<file path="config.mk">
export PLATFORM = sky130hd
export DESIGN_NAME = tx_frame_arbiter
export DESIGN_NICKNAME = d
export VERILOG_FILES = /design/src/rtl/tx_frame_arbiter.sv
export SDC_FILE = /design/constraint.sdc
export NUM_CORES = 1
export LEC_CHECK = 0
export BUFFER_PORTS_ARGS = -buffer_cell sky130_fd_sc_hd__buf_4
export CORE_UTILIZATION = 44
export CTS_BUF_LIST = sky130_fd_sc_hd__clkbuf_16
export DETAILED_ROUTE_END_ITERATION = 8
export PLACE_DENSITY = 0.83
export SLEW_MARGIN = 20
export SYNTH_ARGS = -nofsm -noshare
export SYNTH_HDL_FRONTEND = slang
export SYNTH_SLANG_ARGS = --single-unit
</file>
<file path="constraint.sdc">
create_clock -name CLK -period 2.1 [get_ports CLK]
set_input_delay 0.21 -clock CLK [delete_from_list [all_inputs] [get_ports CLK]]
set_output_delay 0.21 -clock CLK [all_outputs]
set_load 0.005 [all_outputs]
</file>
<file path="src/rtl/tx_frame_arbiter.sv">
// Round-robin, frame-granular arbiter onto the TX FIFO write port; 1-cycle grant latency,
// then one byte/cycle. FIFO_FULL stalls the granted frame; a silent requester is released by the watchdog.
module tx_frame_arbiter #(
   parameter int NUM_REQ    = 3,
   parameter int DATA_WIDTH = 8,
   parameter int TIMEOUT    = 255,
   parameter int CNT_W      = 8
) (
   input  logic                          CLK,
   input  logic                          RST,
   input  logic [NUM_REQ-1:0]            REQ_VALID,
   input  logic [NUM_REQ*DATA_WIDTH-1:0] REQ_DATA,
   input  logic [NUM_REQ-1:0]            REQ_LAST,
   output logic [NUM_REQ-1:0]            REQ_READY,
   input  logic                          FIFO_FULL,
   output logic [DATA_WIDTH-1:0]         TX_P_DATA,
   output logic                          TX_D_VLD,
   output logic [NUM_REQ-1:0]            GNT,
   output logic                          BUSY,
   output logic                          TIMEOUT_ERR
);

   localparam int IDX_W = (NUM_REQ > 1) ? $clog2(NUM_REQ) : 1;

   typedef enum logic {IDLE, XFER} state_t;

   state_t               state, state_nxt;
   logic [NUM_REQ-1:0]   gnt, gnt_nxt;
   logic [IDX_W-1:0]     gnt_idx, gnt_idx_nxt;
   logic [IDX_W-1:0]     rr_ptr, rr_ptr_nxt;
   logic [IDX_W-1:0]     sel_idx, cand_idx, nxt_ptr;
   logic                 sel_found;
   logic [CNT_W-1:0]     stall_cnt, stall_cnt_nxt;
   logic                 terr, terr_nxt;
   logic                 busy, xfer, req_vld_g, req_last_g;

   assign busy       = (state == XFER);
   assign req_vld_g  = REQ_VALID[gnt_idx];
   assign req_last_g = REQ_LAST[gnt_idx];
   // RST gating keeps the reset cycle itself from writing a byte of the dropped frame
   assign xfer       = busy & RST & req_vld_g & ~FIFO_FULL;
   assign nxt_ptr    = IDX_W'((int'(gnt_idx) + 1) % NUM_REQ);

   always_comb begin
      sel_found = 1'b0;
      sel_idx   = '0;
      cand_idx  = '0;
      for (int k = 0; k < NUM_REQ; k++) begin
         cand_idx = IDX_W'((int'(rr_ptr) + k) % NUM_REQ);
         if (!sel_found && REQ_VALID[cand_idx]) begin
            sel_found = 1'b1;
            sel_idx   = cand_idx;
         end
      end
   end

   always_comb begin
      state_nxt     = state;
      gnt_nxt       = gnt;
      gnt_idx_nxt   = gnt_idx;
      rr_ptr_nxt    = rr_ptr;
      stall_cnt_nxt = stall_cnt;
      terr_nxt      = 1'b0;
      case (state)
         IDLE: begin
            if (sel_found) begin
               state_nxt     = XFER;
               gnt_nxt       = NUM_REQ'(1) << sel_idx;
               gnt_idx_nxt   = sel_idx;
               stall_cnt_nxt = '0;
            end
         end
         XFER: begin
            if (xfer) begin
               stall_cnt_nxt = '0;
               if (req_last_g) begin
                  state_nxt  = IDLE;
                  gnt_nxt    = '0;
                  rr_ptr_nxt = nxt_ptr;
               end
            end else if (!req_vld_g) begin
               // A full FIFO with valid data is not a stall; only a silent requester counts
               if (stall_cnt == CNT_W'(TIMEOUT - 1)) begin
                  state_nxt     = IDLE;
                  gnt_nxt       = '0;
                  rr_ptr_nxt    = nxt_ptr;
                  stall_cnt_nxt = '0;
                  terr_nxt      = 1'b1;
               end else begin
                  stall_cnt_nxt = stall_cnt + 1'b1;
               end
            end
         end
         default: state_nxt = IDLE;
      endcase
   end

   always_ff @(posedge CLK) begin
      if (!RST) begin
         state     <= IDLE;
         gnt       <= '0;
         gnt_idx   <= '0;
         rr_ptr    <= '0;
         stall_cnt <= '0;
         terr      <= 1'b0;
      end else begin
         state     <= state_nxt;
         gnt       <= gnt_nxt;
         gnt_idx   <= gnt_idx_nxt;
         rr_ptr    <= rr_ptr_nxt;
         stall_cnt <= stall_cnt_nxt;
         terr      <= terr_nxt;
      end
   end

   assign GNT         = gnt;
   assign BUSY        = busy;
   assign TIMEOUT_ERR = terr;
   assign TX_D_VLD    = xfer;
   assign REQ_READY   = gnt & {NUM_REQ{xfer}};
   assign TX_P_DATA   = busy ? REQ_DATA[int'(gnt_idx)*DATA_WIDTH +: DATA_WIDTH] : '0;

endmodule

</file>
### Word-level counts from Yosys, hierarchy flattened

Cells that the tools add are included.

| storage, ports and cells | value |
|---|---|
| register bits | 17 |
| bits of input ports | 33 |
| output and inout port bits | 17 |
| word-level logic and storage cells | 83 |

| operators by class | value |
|---|---|
| add/sub/neg operators | 4 |
| div/mod/pow operators | 4 |
| magnitude comparators | 4 |
| eq/ne operators | 7 |
| shifts and indexed selects | 2 |
| mux-type cells | 39 |
| bitwise operators | 7 |
| reductions and logical operators | 10 |

Operators by type and width:

| operator | count |
|---|---|
| 32-bit by 3-bit modulo with 32-bit output (second input constant) | 3 |
| 8-bit 2-to-1 mux | 5 |
| 3-bit by 3-bit modulo with 32-bit output (second input constant) | 1 |
| 24-bit by 6-bit indexed part select with 8-bit output | 1 |
| 8-bit one-hot mux with 2 select lines | 1 |
| 3-bit 2-to-1 mux | 5 |
| 1-bit 2-to-1 mux | 14 |
| 2-bit 2-to-1 mux | 7 |
| 2-bit by 3-bit less-than comparator with 1-bit output (second input constant) | 4 |
| 1-bit binary-select mux with 2-bit select | 5 |
| 8-bit by 1-bit adder with 8-bit output (second input constant) | 1 |
| 8-bit == test (second input constant) | 1 |
| 4-bit AND reduction | 2 |
| 2-bit by 1-bit adder with 3-bit output (second input constant) | 2 |
| 3-bit one-hot mux with 2 select lines | 1 |
| 2-bit inequality test (second input constant) | 2 |
| 2-bit AND reduction | 2 |
| 4-bit OR reduction | 1 |
| 2-bit by 2-bit adder with 3-bit output (second input constant) | 1 |
| 1-bit bitwise AND | 3 |
| 3-bit bitwise AND | 1 |
| 3-bit by 1-bit inequality test with 1-bit output (second input constant) | 1 |
| 3-bit by 2-bit inequality test with 1-bit output (second input constant) | 1 |
| 3-bit inequality test (second input constant) | 1 |
| 7 further kinds | 11 |

### Logic depth before layout (Yosys ltp)

Gate-level depths: netlist (run 1).

| depth | value |
|---|---|
| depth in word-level cells | 13 |
| gate-level depth with buffers | 8 |
| mapped depth without buffers | 7 |

### Worst setup path before layout (run 1)

Ideal clock, no wire load.

| path | value |
|---|---|
| path kind | register to register |
| from | register rr_ptr[0] |
| to | register stall_cnt[6] |
| setup time | 0.086 ns |
| arrival time | 1.946 ns |
| required time | 2.014 ns |
| path slack | 0.068 ns |
| cell stages (with the launch flop) | 8 |
| path buffers | 0 |
| period minus slack after synthesis | 2.032 ns |
| cell sequence | dfxtp_1 -> inv_1 -> ha_1 -> a21bo_1 -> o221ai_2 -> nor3_2 -> or4_1 -> a211oi_1 |

| between the ends | value |
|---|---|
| cells in the longest elaborated chain, start to end | 12 |

RTL lines:

| what | RTL line | RTL |
|---|---|---|
| start, declared | 30 | `logic [IDX_W-1:0] rr_ptr, rr_ptr_nxt;` |
| start signal, assigned | 110 | `rr_ptr <= rr_ptr_nxt;` |
| parallel branches: the longest is 9 deep, another holds 32-bit by 3-bit modulo with 32-bit output | -- |  |
| 1-bit 2-to-1 mux * | 50 | `if (!sel_found && REQ_VALID[cand_idx]) begin` |
| 2-bit inequality test (no source line) * | -- |  |
| 2-bit AND reduction (no source line) * | -- |  |
| end signal, assigned | 111 | `stall_cnt <= stall_cnt_nxt;` |
| end, declared | 33 | `logic [CNT_W-1:0] stall_cnt, stall_cnt_nxt;` |

Every way passes the cells marked *. The select of a mux whose other input is x is not followed.
A chain may end at the register's enable or synchronous reset.

### Final worst setup path (run 1)

| path | value |
|---|---|
| from | register rr_ptr[0] |
| to | register stall_cnt[3] |

Same word-level chain as after synthesis.

==> run_results.csv, run 1 <==
group,metric,value,unit
logic_synthesis,synth_xor_area_share,0,%
routing,viasPerCell,5.72,
clock_network,clock_path_buffers,2,
timing,relSlewSlack,70.9,%
die,io_pins,50,
routing,ant_nets,0,
timing,slew_viol_final,0,
run_status,violations,"DRC",
die,die_height,56.9,um
timing,hold_viol,0,
logic_synthesis,synth_area,0.00132,sq mm
setup_path,cp_data_arrival_time,2.21,ns
die,die-area,0.00323,sq mm
logic_synthesis,muxShareOfSynthArea,9.83,%
placed_design,place_congestion,0.861,
logic_synthesis,ys_seq_elements,17,
timing,min_period,2.05,ns
setup_path,timing.critical_path.from_type,"flop",
job,cap_violations,0,
power_and_ir_drop,powerDensity,488,mW/mm^2
logic_synthesis,synth_compound_area_share,27.6,%
setup_path,reg2reg_from,"rr_ptr[0]",
global_route,gr-total-overflow,0,
timing,skew,0.00239,ns
die,start_util,47.2,%
setup_path,r2r_cells,7,
clock_network,cts_tree,"yes",
logic_synthesis,synth_cell_type_count,47,
logic_synthesis,yosys.area_share.adder,6.62,%
logic_synthesis,synth_seq_area_share,25.7,%
logic_synthesis,yosys-top-cells-area,"dfxtp_1 (26%), mux2i_1 (9.8%), ha_1 (6.6%)",
routing,met2_length,1730,um
timing,final.setup.worst_slack,0.0544,ns
finish,num-nets-final,273,
timing,finalCritPeriodShare,97.4,%
clock_network,htreeDepth,1,
logic_synthesis,synth-simple-area-share,24.9,%
setup_path,worstPathRequired,2.26,ns
routing,wirelength,3680,um
logic_synthesis,ys_warn_count,0,
clock_network,clk_pin_slew_worst_paths,0.05,ns
die,num_rows,19,
power_and_ir_drop,peakVddDrop,0.000396,V
placed_design,dp_slack,-0.0671,ns
clock_network,cts_root_buf,"clkbuf_16",
clock_network,numCtsBuffers,3,
die,floorplan.core_area,0.00281,sq mm
placed_design,placed_cell_area,0.00176,sq mm
run_status,status,"complete, but fails checks",
die,die_x,56.9,um
routing,highest_layer,"met3",
placed_design,portBuffers,49,
timing,worst_pin_slew,0.435,ns
global_route,antenna_found_initial,0,
logic_synthesis,synth_area_per_cell,7.61,sq um
min_path,hold_path.class,"input pin to flop",
setup_path,path_class,"flop to flop",
routing,avgRoutedWirePerCell,14.0,um
routing,via_count,1504,
timing,finalSetupViolCount,0,
power_and_ir_drop,leakagePower,0.807,nW
setup_path,cp-end-kind,"flop",
global_route,track_usage,21.9,%
finish,final_util,69.7,%
setup_path,endpoint,"stall_cnt[3]",
routing,drc,4,
finish,layout_common_cells,"buf_4 (61), nand2_1 (23), nor2_1 (21)",
placed_design,dpl.hpwl,2570,um
clock_network,insertion_delay,0.24,ns
logic_synthesis,synth_top_area_share,25.7,%
finish,design_area,0.00195,sq mm
logic_synthesis,synth_top_family_by_area,"compound AO/OA/AOI/OAI gates",
logic_synthesis,synthCells,174,
finish,drive_gt1_share,36.6,%
timing,holdWs,0.305,ns
finish,n_fill_cell,237,
logic_synthesis,syn_nets,214,
logic_synthesis,yosys.area.top_type,"dfxtp_1",
routing,wl_met1,1730,um
finish,n_antenna_cell,0,
setup_path,reg2reg_setup_slack,0.05,ns
global_route,grt_max_degree,16,
setup_path,crit_start,"rr_ptr[0]",
routing,dr_wl_met3,214,um
routing,drt_iter0_markers,64,
finish,final_common_cell,"buf_4",
clock_network,cts_sinks,17,
routing,first_pass_iters,6,
clock_network,holdBufCountCts,0,
setup_path,r2r_end,"stall_cnt[3]",
finish,synthToLayoutAreaGrowth,47.6,%
global_route,grt_pass1_wl,5830,um
timing,fmax,489,MHz
setup_path,cp_max_fo,5,
timing,rsz0062_at_grt,"false",
global_route,grt_pass1_vias,1372,
-- flip-flops by register name, indices dropped and copies added (netlist names) --
register	flops
stall_cnt	8
gnt_idx	2
GNT	3
BUSY	1
rr_ptr	2
TIMEOUT_ERR	1
-- logic make-up (layout without fill, tap and decap cells) --
| family | Yosys count | in the layout |
|---|---|---|
| AO/OA/AOI/OAI | 50 | 50 |
| adder cells (fa/ha/maj) | 7 | 7 |
| buffers and inverters | 18 | 75 |
| flip-flops | 17 | 17 |
| multiplexers | 13 | 13 |
| AND/OR/NAND/NOR | 69 | 70 |
-- worst max-delay path: stages (launching register included) --
cell	delay, ns
dfxtp_1	0.35
inv_2	0.06
ha_4	0.24
a21bo_4	0.23
o221ai_4	0.25
nor3_4	0.09
or4_4	0.52
a211oi_2	0.22
-- power by group --
part	switching (mW)	total, mW	internal (mW)
logic	0.112	0.232	0.120
clock network	0.122	0.376	0.254
registers	0.0122	0.345	0.333
-- stage by stage --
step,setup TNS (ns),instances,power [mW]
6_report,0,263,0.953
3_5_place_dp,-0.291,255,0.566
2_1_floorplan,0,174,0.459
4_1_cts,0,259,0.944
3_3_place_gp,0,255,0.562
5_1_grt,0,263,1.00
-- synthesized netlist by cell type, drive strengths merged --
library cell / count
and4: 1
clkinv: 1
a21o: 1
nand3: 3
o221ai: 2
nand2: 23
nand2b: 1
o211ai: 3
nor4: 2
clkbuf: 4
nor3: 3
a31o: 1
or3: 4
o21a: 2
nand3b: 1
o32a: 1
or4: 3
o2bb2ai: 2
inv: 9
and3: 1
o31ai: 4
o211a: 1
a21bo: 2
nand4: 1
a211oi: 7
o32ai: 1
o22ai: 1
or3b: 1
dfxtp: 17
o41ai: 2
nor2b: 1
a21oi: 14
o21ai: 5
mux2i: 13
a31oi: 1
ha: 7
buf: 4
and2: 3
nor2: 21
-- worst min-delay path by stage --
| stage | end | start | cells past startpoint | slack [ns] |
|---|---|---|---|---|
| detailed placement | GNT[2] | GNT[2] | 2 | 0.48 |
| global route | stall_cnt[0] | RST | 3 | 0.32 |
| global placement | GNT[2] | GNT[2] | 2 | 0.47 |
| CTS | stall_cnt[0] | RST | 3 | 0.31 |
| floorplan | stall_cnt[0] | RST | 2 | 0.36 |
| finish | stall_cnt[0] | RST | 3 | 0.30 |
-- routing by layer --
metal | vias to the layer above | GRT usage [%]
li1 | 753 | -
met1 | 694 | 30.6
met2 | 57 | 38.3
met3 | 0 | 1.38
met4 | 0 | 2.09
met5 | - | 0
-- final cells by class --
class	count	area [sq um]	area share (%)
well taps	31	38.8	1.98
repair buffers	61	458	23.4
clock buffers	3	75.1	3.84
multi-input cells	140	998	51.1
inverters	10	37.5	1.92
flip-flops and latches	17	342	17.5
clock inverters	1	5.00	0.256
-- timing repair --
action	in CTS	in global routing
endpoints found under the hold margin	0	0
cloned	0	1
pin swaps	0	5
gates resized for setup	5	10
setup buffers	0	3
setup endpoints to repair	11	3
Note: power is estimated with default switching activity, not from simulation.
==> inputs of run 2 (changes only) <==
--- a/config.mk
+++ b/config.mk
@@ -10,6 +10,7 @@
 export CTS_BUF_LIST = sky130_fd_sc_hd__clkbuf_16
 export DETAILED_ROUTE_END_ITERATION = 8
 export PLACE_DENSITY = 0.83
+export REMOVE_ABC_BUFFERS = 1
 export SLEW_MARGIN = 20
 export SYNTH_ARGS = -nofsm -noshare
 export SYNTH_HDL_FRONTEND = slang
==> run_results.csv, run 2 (synthesized netlist as in run 1, its figures left out) <==
group,metric,value,unit
run_status,status,"complete, but fails checks",
run_status,violations,"DRC",
global_route,grt.busiest_layer,"met2",
global_route,grt_pass1_vias,1487,
power_and_ir_drop,peakVddDrop,0.000295,V
finish,top_register,"stall_cnt",
routing,ant_nets,0,
finish,drive_gt1_share,39.0,%
clock_network,holdBufCountCts,0,
setup_path,crit_start,"rr_ptr[0]",
global_route,grt_use_met2,44.4,%
placed_design,portBuffers,49,
power_and_ir_drop,seq_power_share,35.4,%
timing,slew_viol_final,0,
routing,avgRoutedWirePerCell,14.3,um
setup_path,cp_data_arrival_time,2.23,ns
clock_network,cts_root_buf,"clkbuf_16",
global_route,grt_use_met1,28.3,%
power_and_ir_drop,power,968,uW
clock_network,htreeDepth,1,
global_route,gr-total-overflow,0,
finish,design_area,0.00199,sq mm
finish,largest_reg_flops,8,
setup_path,worstPathRequired,2.26,ns
setup_path,cp_max_fo,6,
power_and_ir_drop,power_switching_share,26.7,%
timing,relSlewSlack,66.5,%
clock_network,cts_tree,"yes",
power_and_ir_drop,p_int,709,uW
setup_path,timing.critical_path.from_type,"flop",
min_path,min_from,"RST",
routing,wirelength,3810,um
routing,drc,4,
routing,viasPerCell,5.88,
placed_design,dpl.hpwl,2580,um
finish,num-nets-final,277,
die,io_pins,50,
finish,layout_common_cells,"buf_4 (66), nand2_1 (23), nor2_1 (20)",
die,die_height,56.9,um
die,start_util,47.2,%
timing,finalCritPeriodShare,98.7,%
job,cap_violations,0,
routing,drt_iter0_markers,89,
timing,rsz0062_at_grt,"true",
finish,synthToLayoutAreaGrowth,50.2,%
die,die_x,56.9,um
routing,via_count,1569,
die,num_rows,19,
timing,worst_pin_slew,0.500,ns
finish,final_common_cell,"buf_4",
clock_network,clk_pin_slew_worst_paths,0.05,ns
setup_path,cp-end-kind,"flop",
global_route,grt_max_degree,16,
routing,first_pass_iters,6,
clock_network,cts_sinks,17,
finish,n_antenna_cell,0,
power_and_ir_drop,powerDensity,487,mW/mm^2
die,floorplan.core_area,0.00281,sq mm
timing,hold_viol,0,
power_and_ir_drop,clockPowerShare,39.9,%
power_and_ir_drop,p_sw,259,uW
placed_design,dp_slack,-0.133,ns
timing,min_period,2.07,ns
clock_network,numCtsBuffers,3,
timing,finalSetupViolCount,0,
placed_design,place_congestion,0.873,
placed_design,placed_cell_area,0.00180,sq mm
power_and_ir_drop,leakagePower,0.837,nW
min_path,hold_path.class,"input pin to flop",
clock_network,clock_path_buffers,2,
global_route,track_usage,24.8,%
power_and_ir_drop,combPwrFrac,24.7,%
die,die-area,0.00323,sq mm
global_route,grt_use_met3,5.07,%
global_route,grt_pass1_wl,6270,um
clock_network,insertion_delay,0.25,ns
timing,skew,0.00262,ns
setup_path,path_class,"flop to flop",
global_route,antenna_found_initial,0,
setup_path,reg2reg_from,"rr_ptr[0]",
timing,fmax,482,MHz
timing,final.setup.worst_slack,0.0272,ns
## run 2: cell types whose count changed in the layout (fill, tap and decap cells not counted), sizes merged
cell,previous run,this run
buf,61,66
nor3,4,3
## run 2: metal layers
| metal | up-vias | routed length [um] |
|---|---|---|
| met2 | 83 | 1840 |
| met1 | 719 | 1630 |
| met3 | 7 | 278 |
| met5 | - | 0 |
| li1 | 760 | - |
| met4 | 0 | 58 |
## run 2: layout make-up
| cell class | instances | area [sq um] |
|---|---|---|
| tap | 31 | 38.8 |
| clock inverter | 1 | 5.00 |
| multi-input combinational | 139 | 992 |
| inverter | 10 | 37.5 |
| timing repair buffer | 66 | 495 |
| clock buffer | 3 | 75.1 |
| fill | 212 | 817 |
| sequential | 17 | 344 |
## run 2: worst max-delay path, cell delays in order (launching register included)
cell and delay (ns):
dfxtp_2 0.33, buf_4 0.11, ha_1 0.21, nand2_1 0.08, o22ai_1 0.41, nor3_4 0.11
buf_4 0.17, or3_1 0.34, a211oi_1 0.23
## run 2: power groups by stage
| stage | clock [mW] | sequential [mW] | combinational [mW] |
|---|---|---|---|
| after floorplan | 0 | 0.353 | 0.0992 |
| after global placement | 0 | 0.348 | 0.218 |
| after detailed placement | 0 | 0.348 | 0.221 |
| after CTS | 0.386 | 0.342 | 0.229 |
| after global routing | 0.394 | 0.344 | 0.260 |
| final | 0.386 | 0.343 | 0.239 |
## run 2: per-stage QoR
stage / hold WS (ns) / TNS (ns) / utilization, % / instances
global route: 0.329 / -0.0786 / 70.9 / 267
CTS: 0.310 / 0 / 68.7 / 267
detailed placement: 0.471 / -0.682 / 64.2 / 260
finish: 0.299 / 0 / 70.9 / 267
global placement: 0.456 / -0.135 / 64.2 / 260
floorplan: 0.356 / 0 / - / 166
## run 2: worst paths after layout
kind / endpoint / slack (ns) / depth (start not counted)
max: stall_cnt[2] / 0.03 / 8
min: rr_ptr[0] / 0.30 / 3
max reg2reg: stall_cnt[2] / 0.03 / 8
min reg2reg: GNT[2] / 0.47 / 2
## run 2: what timing repair did
item,CTS,global route
gates resized for setup,6,13
endpoints found under the hold margin,0,0
buffers inserted,3,0
pin swaps,2,7
setup endpoints to repair,11,15
gates cloned,0,0
==> inputs of run 3 (changes only) <==
--- a/config.mk
+++ b/config.mk
@@ -10,6 +10,7 @@
 export CTS_BUF_LIST = sky130_fd_sc_hd__clkbuf_16
 export DETAILED_ROUTE_END_ITERATION = 8
 export PLACE_DENSITY = 0.83
+export RECOVER_POWER = 100
 export REMOVE_ABC_BUFFERS = 1
 export SLEW_MARGIN = 20
 export SYNTH_ARGS = -nofsm -noshare
==> run_results.csv, run 3 (synthesized netlist as in run 1, its figures left out) <==
group,metric,value,unit
die,floorplan.core_area,0.00281,sq mm
timing,fin_setup_tns,0,ns
timing,slew_viol_final,0,
timing,finalSetupViolCount,0,
power_and_ir_drop,leakagePower,0.831,nW
clock_network,clock_path_buffers,2,
routing,avgRoutedWirePerCell,14.1,um
timing,worst_pin_slew,0.504,ns
timing,rsz0062_at_grt,"true",
routing,via_count,1584,
setup_path,timing.critical_path.from_type,"flop",
power_and_ir_drop,power,965,uW
power_and_ir_drop,peakVddDrop,0.000293,V
finish,n_antenna_cell,0,
finish,final_common_cell,"buf_4",
run_status,status,"complete, but fails checks",
run_status,violations,"DRC",
global_route,grt_max_degree,16,
timing,min_period,2.07,ns
finish,final_util,70.7,%
finish,synthToLayoutAreaGrowth,49.9,%
clock_network,clk_pin_slew_worst_paths,0.05,ns
min_path,worstHoldEndpoint,"rr_ptr[0]",
finish,num-nets-final,277,
setup_path,cp_max_fo,6,
job,cap_violations,0,
timing,hold_viol,0,
die,num_rows,19,
routing,drc,4,
routing,ant_nets,0,
finish,design_area,0.00198,sq mm
die,io_pins,50,
timing,fmax,484,MHz
routing,first_pass_iters,6,
placed_design,placed_cell_area,0.00180,sq mm
min_path,hold_path.class,"input pin to flop",
setup_path,cp_data_arrival_time,2.23,ns
finish,top_register,"stall_cnt",
placed_design,dpl.hpwl,2580,um
timing,relSlewSlack,66.2,%
setup_path,r2r_cells,8,
clock_network,cts_tree,"yes",
finish,drive_gt1_share,38.6,%
min_path,min_from,"RST",
routing,wirelength,3770,um
global_route,antenna_found_initial,0,
die,start_util,47.2,%
global_route,gr-total-overflow,0,
setup_path,cp-end-kind,"flop",
finish,layout_common_cells,"buf_4 (61), nand2_1 (23), nor2_1 (20)",
timing,skew,0.00260,ns
die,die_x,56.9,um
placed_design,portBuffers,49,
timing,final.setup.worst_slack,0.0328,ns
clock_network,cts_sinks,17,
timing,holdWs,0.299,ns
die,die-area,0.00323,sq mm
min_path,holdPathStages,3,
setup_path,reg2reg_setup_slack,0.03,ns
placed_design,place_congestion,0.873,
clock_network,insertion_delay,0.25,ns
timing,finalCritPeriodShare,98.4,%
routing,drt_iter0_markers,79,
setup_path,path_class,"flop to flop",
global_route,track_usage,24.8,%
setup_path,worstPathRequired,2.26,ns
finish,largest_reg_flops,8,
placed_design,place_inst,260,
setup_path,r2r_end,"stall_cnt[2]",
clock_network,htreeDepth,1,
clock_network,numCtsBuffers,3,
global_route,grt_pass1_vias,1487,
placed_design,dp_slack,-0.133,ns
routing,viasPerCell,5.93,
finish,instances_no_fill,267,
global_route,grt_pass1_wl,6270,um
setup_path,reg2reg_from,"rr_ptr[0]",
die,die_height,56.9,um
clock_network,cts_root_buf,"clkbuf_16",
power_and_ir_drop,powerDensity,486,mW/mm^2
run 3: changes by cell type in the layout (fill, tap and decap cells not counted):
cell	previous run	this run
buf_4	66	61
clkbuf_4	0	4
clkbuf_1	0	1
run 3: final cells by class:
type | count | area (sq um)
Sequential cell | 17 | 344
Clock inverter | 1 | 5.00
Timing Repair Buffer | 66 | 492
Multi-Input combinational cell | 139 | 992
Tap cell | 31 | 38.8
Clock buffer | 3 | 75.1
Inverter | 10 | 37.5
Fill cell | 212 | 821
run 3: how the worst max path moves through the flow:
stage,startpoint,to,slack [ns]
after floorplan,rr_ptr[0],stall_cnt[2],0.005
after global placement,rr_ptr[0],stall_cnt[2],-0.04
after detailed placement,rr_ptr[0],stall_cnt[6],-0.13
after CTS,rr_ptr[0],stall_cnt[6],0.02
after global routing,rr_ptr[0],stall_cnt[2],-0.04
final,rr_ptr[0],stall_cnt[2],0.03
run 3: layer usage:
layer | wire (um) | GRT usage [%] | up-vias
met2 | 1800 | 44.4 | 97
met3 | 322 | 5.07 | 9
met5 | 0 | 0 | -
met1 | 1580 | 28.3 | 720
met4 | 72 | 10.5 | 0
li1 | - | - | 758
run 3: repair_timing:
item / in CTS / in global routing
hold buffers: 0 / 0
endpoints found under the hold margin: 0 / 0
resized for setup: 6 / 13
setup buffers: 3 / 0
endpoints found under the setup margin: 11 / 15
pin swaps: 2 / 7
run 3: critical path: stages (launching register included):
cell and delay, ns:
dfxtp_2 0.33, buf_4 0.11, ha_1 0.21, nand2_1 0.08, o22ai_1 0.41, nor3_4 0.11
buf_4 0.17, or3_1 0.34, a211oi_1 0.23
run 3: power by group:
part           internal, mW  switching (mW)  total (mW)  leakage [nW]
registers             0.333         0.00959       0.343         0.140
clock network         0.255           0.130       0.385        0.0409
logic                 0.120           0.118       0.237         0.650
